$ cat src/rtl/sram_arb_pkg.sv
// rtl/sram_arb_pkg.sv - shared types and defaults for the SRAM request arbiter
//
// Purpose : FSM state encodings, requester port ids and the default
//           timeout length shared by sram_req_arbiter and sram_arb_pick.
// Ports   : none (package).

package sram_arb_pkg;

   typedef enum logic [1:0] {
      ST_IDLE  = 2'd0,
      ST_GRANT = 2'd1,
      ST_GAP   = 2'd2
   } arb_state_t;

   typedef enum logic {
      PORT_A = 1'b0,
      PORT_B = 1'b1
   } port_t;

   localparam int TMO_CYC_DEF = 16;

endpackage

$ cat src/rtl/sram_arb_pick.sv
// rtl/sram_arb_pick.sv - combinational winner select for the SRAM arbiter
//
// Purpose : Chooses which requester gets the next grant out of IDLE.
//           Macro SRAM_ARB_RR_EN: round-robin on simultaneous requests
//           (the port that was not granted last wins). Without it, fixed
//           priority with port A (pipeline) always winning.
// Ports   : last  - port granted most recently (round-robin build only)
//           a_req - port A has a read or write pending
//           b_req - port B has a read or write pending
//           win   - selected port; only meaningful when a request is pending

import sram_arb_pkg::*;

module sram_arb_pick (
`ifdef SRAM_ARB_RR_EN
   input  port_t last,
`endif
   input  logic  a_req,
   input  logic  b_req,
   output port_t win
);

`ifdef SRAM_ARB_RR_EN
   always_comb begin
      win = PORT_A;
      if (a_req && b_req)
         win = (last == PORT_A) ? PORT_B : PORT_A;
      else if (b_req)
         win = PORT_B;
   end
`else
   always_comb begin
      win = PORT_A;
      if (!a_req && b_req)
         win = PORT_B;
   end
`endif

endmodule

$ cat src/rtl/sram_req_arbiter.sv
// rtl/sram_req_arbiter.sv - two-port arbiter in front of the SRAM controller
//
// Purpose : Shares the single SRAM controller request interface between
//           port A (pipeline MEM stage) and port B (loader/DMA). The grant
//           is held until mem_ready, then a one-cycle GAP with enables low
//           returns the registered ready pulse and lets the controller
//           settle in IDLE. Macro SRAM_ARB_RR_EN selects round-robin
//           arbitration (see sram_arb_pick); default is fixed priority A.
// Ports   : clk, rst                    clock, async active-high reset
//           a_rd_en, a_wr_en            port A read / write request (held to a_ready)
//           a_addr, a_wdata             port A address / write data
//           a_rdata, a_ready            port A registered read data / 1-cycle done
//           b_*                         same as a_* for port B
//           mem_rd_en, mem_wr_en        controller enables (GRANT only)
//           mem_addr, mem_wdata         controller address / write data (0 outside GRANT)
//           mem_rdata, mem_ready        controller read data / completion
//           timeout_err                 sticky, set after TMO_CYC GRANT cycles without mem_ready

import sram_arb_pkg::*;

module sram_req_arbiter #(
   parameter int ADDR_W  = 32,
   parameter int DATA_W  = 32,
   parameter int TMO_CYC = TMO_CYC_DEF
) (
   input  logic              clk,
   input  logic              rst,
   input  logic              a_rd_en,
   input  logic              a_wr_en,
   input  logic [ADDR_W-1:0] a_addr,
   input  logic [DATA_W-1:0] a_wdata,
   output logic [DATA_W-1:0] a_rdata,
   output logic              a_ready,
   input  logic              b_rd_en,
   input  logic              b_wr_en,
   input  logic [ADDR_W-1:0] b_addr,
   input  logic [DATA_W-1:0] b_wdata,
   output logic [DATA_W-1:0] b_rdata,
   output logic              b_ready,
   output logic              mem_rd_en,
   output logic              mem_wr_en,
   output logic [ADDR_W-1:0] mem_addr,
   output logic [DATA_W-1:0] mem_wdata,
   input  logic [DATA_W-1:0] mem_rdata,
   input  logic              mem_ready,
   output logic              timeout_err
);

   localparam int CNT_W = $clog2(TMO_CYC + 1);

   arb_state_t       state, state_nxt;
   port_t            grant, win;
   logic             a_req, b_req;
   logic             a_rd, a_wr, b_rd, b_wr;
   logic [CNT_W-1:0] tmo_cnt;

   // A simultaneous read+write is treated as a write only.
   assign a_wr  = a_wr_en;
   assign a_rd  = a_rd_en & ~a_wr_en;
   assign b_wr  = b_wr_en;
   assign b_rd  = b_rd_en & ~b_wr_en;
   assign a_req = a_rd_en | a_wr_en;
   assign b_req = b_rd_en | b_wr_en;

`ifdef SRAM_ARB_RR_EN
   port_t last;

   always_ff @(posedge clk or posedge rst) begin
      if (rst)
         last <= PORT_B;
      else if (state == ST_IDLE && (a_req || b_req))
         last <= win;
   end
`endif

   sram_arb_pick u_pick (
`ifdef SRAM_ARB_RR_EN
      .last  (last),
`endif
      .a_req (a_req),
      .b_req (b_req),
      .win   (win)
   );

   always_ff @(posedge clk or posedge rst) begin
      if (rst)
         state <= ST_IDLE;
      else
         state <= state_nxt;
   end

   // Enables follow the granted port live, so a requester that drops its
   // request mid-GRANT sees the enables fall while the FSM keeps waiting.
   always_comb begin
      state_nxt = state;
      mem_rd_en = 1'b0;
      mem_wr_en = 1'b0;
      mem_addr  = '0;
      mem_wdata = '0;
      case (state)
         ST_IDLE: begin
            if (a_req || b_req)
               state_nxt = ST_GRANT;
         end
         ST_GRANT: begin
            if (grant == PORT_A) begin
               mem_rd_en = a_rd;
               mem_wr_en = a_wr;
               mem_addr  = a_addr;
               mem_wdata = a_wdata;
            end else begin
               mem_rd_en = b_rd;
               mem_wr_en = b_wr;
               mem_addr  = b_addr;
               mem_wdata = b_wdata;
            end
            if (mem_ready)
               state_nxt = ST_GAP;
         end
         ST_GAP:  state_nxt = ST_IDLE;
         default: state_nxt = ST_IDLE;
      endcase
   end

   always_ff @(posedge clk or posedge rst) begin
      if (rst)
         grant <= PORT_A;
      else if (state == ST_IDLE && (a_req || b_req))
         grant <= win;
   end

   // Ready is registered off the completion edge, so it is high exactly
   // during GAP; read data is captured on that same edge.
   always_ff @(posedge clk or posedge rst) begin
      if (rst) begin
         a_ready <= 1'b0;
         b_ready <= 1'b0;
         a_rdata <= '0;
         b_rdata <= '0;
      end else begin
         a_ready <= 1'b0;
         b_ready <= 1'b0;
         if (state == ST_GRANT && mem_ready) begin
            if (grant == PORT_A) begin
               a_ready <= 1'b1;
               if (mem_rd_en)
                  a_rdata <= mem_rdata;
            end else begin
               b_ready <= 1'b1;
               if (mem_rd_en)
                  b_rdata <= mem_rdata;
            end
         end
      end
   end

   // Counter restarts on every GRANT entry; the error flag only reports,
   // the FSM still waits for mem_ready.
   always_ff @(posedge clk or posedge rst) begin
      if (rst) begin
         tmo_cnt     <= '0;
         timeout_err <= 1'b0;
      end else if (state != ST_GRANT) begin
         tmo_cnt <= '0;
      end else if (!mem_ready) begin
         if (tmo_cnt != CNT_W'(TMO_CYC))
            tmo_cnt <= tmo_cnt + 1'b1;
         if (tmo_cnt == CNT_W'(TMO_CYC - 1))
            timeout_err <= 1'b1;
      end
   end

endmodule
$ cat config.mk
export PLATFORM = sky130hd
export DESIGN_NAME = sram_req_arbiter
export DESIGN_NICKNAME = d
export VERILOG_FILES = /design/src/rtl/sram_arb_pkg.sv /design/src/rtl/sram_arb_pick.sv /design/src/rtl/sram_req_arbiter.sv
export SDC_FILE = /design/constraint.sdc
export NUM_CORES = 1
export LEC_CHECK = 0
export CORE_AREA = 5 5 119 121
export DETAILED_ROUTE_END_ITERATION = 7
export DIE_AREA = 0 0 124 126
export PLACE_DENSITY = 0.77
export SYNTH_ARGS = -nofsm -noshare
export SYNTH_HDL_FRONTEND = slang
export SYNTH_SLANG_ARGS = --single-unit
$ cat constraint.sdc
create_clock -name clk -period 2.4 [get_ports clk]
set_input_delay 0.48 -clock clk [delete_from_list [all_inputs] [get_ports clk]]
set_output_delay 0.48 -clock clk [all_outputs]
set_load 0.01 [all_outputs]
==> flow_summary.json <==
{
  "gr-total-overflow": 0,
  "final_util_pct": 58.49,
  "post_synth_num_cell_types": 33,
  "htree_num_levels": 3,
  "postSynthRegisterBits": 75,
  "synthesis.area_um2": 3941,
  "antenna_cells": 0,
  "worstSetupStartpointType": "flop",
  "layout_min_cycle_time_ns": 2.328,
  "tritoncts": "built",
  "grt_max_degree": 76,
  "fraction_of_power_consumed_by_combinational_cells_pct": 53.8,
  "final_common_cell": "clkdlybuf4s50_1",
  "drc": 0,
  "dieHeight_um": 126,
  "fin_total_pwr_w": 0.007567,
  "dieWidth_um": 124,
  "worst-setup-path-type": "flop to primary output",
  "hold_start": "timeout_err$_DFFE_PP0P_",
  "final_cell_count_no_fill": 826,
  "worst-endpoint-required_ns": 1.92,
  "mostFrequentLayoutCells": "clkdlybuf4s50_1, dfrtp_1, nor2_1, mux2i_1, mux2_2",
  "place.detailed.instances": 804,
  "clock_latency_late_sink_ns": 0.32,
  "synth_nets": 506,
  "setup_viol": 0,
  "core.rowCount": 42,
  "finish.instance_area_um2": 7592,
  "start_util_pct": 30.36,
  "nets": 815,
  "cp.arrival_ns": 1.85,
  "placement.cell_area_um2": 7224,
  "final_layout_size_suffix_gt1_share_pct": 16.77,
  "start_point_of_the_critical_path": "grant$_DFFE_PP0P_",
  "max_clock_freq_mhz": 429.6,
  "totalWireLength_um": 14560,
  "clockBufferDepth": 2,
  "final_weighted_congestion_in_routability_driven_placement": 0.8673,
  "timing.critical_path.slowest_stage_cell": "clkdlybuf4s50_1",
  "antenna_found_initial": 0,
  "timing.slew.headroom_pct": 70.68,
  "intPower_w": 0.005135,
  "cts.root.buffer_cell": "clkbuf_16",
  "drv.max_cap_violation_count": 0,
  "post-dp-hpwl_um": 12140,
  "vias": 3756,
  "drtIter0Drc": 142,
  "yosys_warnings": 0,
  "power.share.switching_pct": 32.15,
  "report.final.hold_viol_count": 0,
  "port-buffer-count": 299,
  "post_synth_inst_count": 336,
  "route.detailed.wl_per_inst_um": 17.63,
  "synthToLayoutAreaGrowth_pct": 92.63,
  "share_seq_of_total_power_pct": 28.5,
  "clkTransAtPathRegs_ns": 0.06,
  "sequential_share_of_the_synthesized_area_pct": 47.62,
  "critPathMaxStageDelay_ns": 0.56,
  "power.static_leakage_nw": 3.549,
  "critical_path.endpoint_type": "primary output",
  "cp_cell_sequence": "buf_12 -> mux2i_1 -> nor2_1 -> clkdlybuf4s50_1",
  "grt_pass1_wl_um": 22110,
  "min_path_type": "flop to flop",
  "report.final.slew_viol_count": 0,
  "fin_skew_ns": 0.006050,
  "power.switching_w": 0.002433,
  "grt.total_usage_pct": 18.18,
  "power_frac_clock_pct": 17.7,
  "crit-reg2reg-launch": "grant$_DFFE_PP0P_",
  "power.density_nw_per_um2": 996.7,
  "tightest_slew_ns": 0.4339,
  "core_um2": 12980,
  "outcome": "finished, final reports clean",
  "routed_via_density": 4.547,
  "floorplan.io_pins": 300,
  "vdd.ir_drop.worst_mv": 0.3739,
  "worst-path-max-fanout": 22,
  "drtAntennaViolNets": 0,
  "layout_worst_path_cycle_share_pct": 97.00,
  "first_global_vias": 4073,
  "dieArea_um2": 15620,
  "cts-buffers-inserted": 9,
  "first_pass_iters": 4,
  "clock_sink_count": 75,
  "synth_area_per_cell_um2": 11.73
}
-- kinds of logic (layout without fill, tap and decap cells) --
kind of cell / after synthesis / count (layout) / share of synthesized area [%]
multiplexers: 130 / 130 / 35.52
AND/OR/NAND/NOR: 87 / 87 / 9.778
flip-flops: 75 / 75 / 47.62
buffers and inverters: 30 / 344 / 4.127
AO/OA/AOI/OAI: 10 / 10 / 1.778
adder cells (fa/ha/maj): 3 / 3 / 0.9525
XOR/XNOR: 1 / 1 / 0.2223
-- worst max-delay path: cells and delay by family, from the launching register on --
| family | cells | cell delay [ns] |
|---|---|---|
| buffers and inverters | 2 | 0.76 |
| multiplexers | 1 | 0.13 |
| AND/OR/NAND/NOR | 1 | 0.08 |
| flip-flops | 1 | 0.55 |
-- registers in the layout (all words and copies together), names as in the netlist --
| name | count |
|---|---|
| tmo_cnt | 5 |
| b_rdata | 32 |
| a_ready | 1 |
| timeout_err | 1 |
| grant | 1 |
| a_rdata | 32 |
| b_ready | 1 |
| state | 2 |
-- per-layer routing --
metal	global-route usage, %	vias up	part of all wire (%)
met4	7.023	0	3.2
met1	19.84	1760	37
met2	32.90	189	51
met5	0	-	0
li1	-	1779	-
met3	5.022	28	8.6
-- per-stage QoR --
step	worst slack, ns	hold WS [ns]	TNS, ns
floorplan	0.01002	0.5117	0
global placement	0.03776	0.4608	0
detailed placement	0.001401	0.4705	0
CTS	-0.02697	0.4845	-0.03501
global route	-0.002943	0.5043	-0.004162
finish	0.07199	0.4741	0
-- synth_stat cells (all sizes together) --
cell type	number	area share, %
nand4	1	0.54
and3	2	0.32
nand4b	1	0.22
nor4bb	1	0.25
buf	17	2.9
nor3b	1	0.19
nor3	1	0.13
mux2	64	19
inv	7	0.67
ha	3	0.95
nand2b	1	0.16
clkbuf	6	0.57
a22o	1	0.22
a21o	1	0.19
a221oi	1	0.22
and2b	1	0.22
nand3b	2	0.38
dfrtp	75	48
mux2i	66	17
a21oi	3	0.38
nor2	72	6.9
o21ai	1	0.13
a31oi	1	0.16
nand2	3	0.29
a31o	1	0.22
o32a	1	0.25
or3	1	0.16
xor2	1	0.22
-- power groups by stage --
stage               Sequential [W]  Combinational [W]  Clock, W
floorplan                  0.00238            0.00154         0
global placement           0.00218            0.00402         0
detailed placement         0.00221            0.00411         0
CTS                        0.00217            0.00411   0.00139
global route               0.00224            0.00433   0.00145
finish                     0.00216            0.00407   0.00134
-- worst paths after layout --
kind,end,slack [ns],cells past startpoint
hold / removal,timeout_err$_DFFE_PP0P_,0.47,1
setup / recovery,mem_addr[24],0.07,4
setup reg to reg,a_rdata[24]$_DFFE_PP0P_,0.43,6
max in group asynchronous,grant$_DFFE_PP0P_,1.52,3
hold reg to reg,timeout_err$_DFFE_PP0P_,0.47,1
min in group asynchronous,b_rdata[12]$_DFFE_PP0P_,0.56,3
-- timing repair --
item,in CTS,in global routing
hold buffers,0,0
endpoints found under the hold margin,0,0
pin swaps,0,0
buffers inserted,3,3
endpoints found under the setup margin,66,46
resized for setup,21,17
-- final cells by class --
type	instances	area, um^2
Sequential cell	75	1882
Timing Repair Buffer	321	3247
Clock buffer	10	239.0
Inverter	7	26.28
Multi-Input combinational cell	231	1914
Clock inverter	6	63.81
Fill cell	1076	5388
Tap cell	176	220.2
No activity file was read; power rests on OpenSTA's default activity.
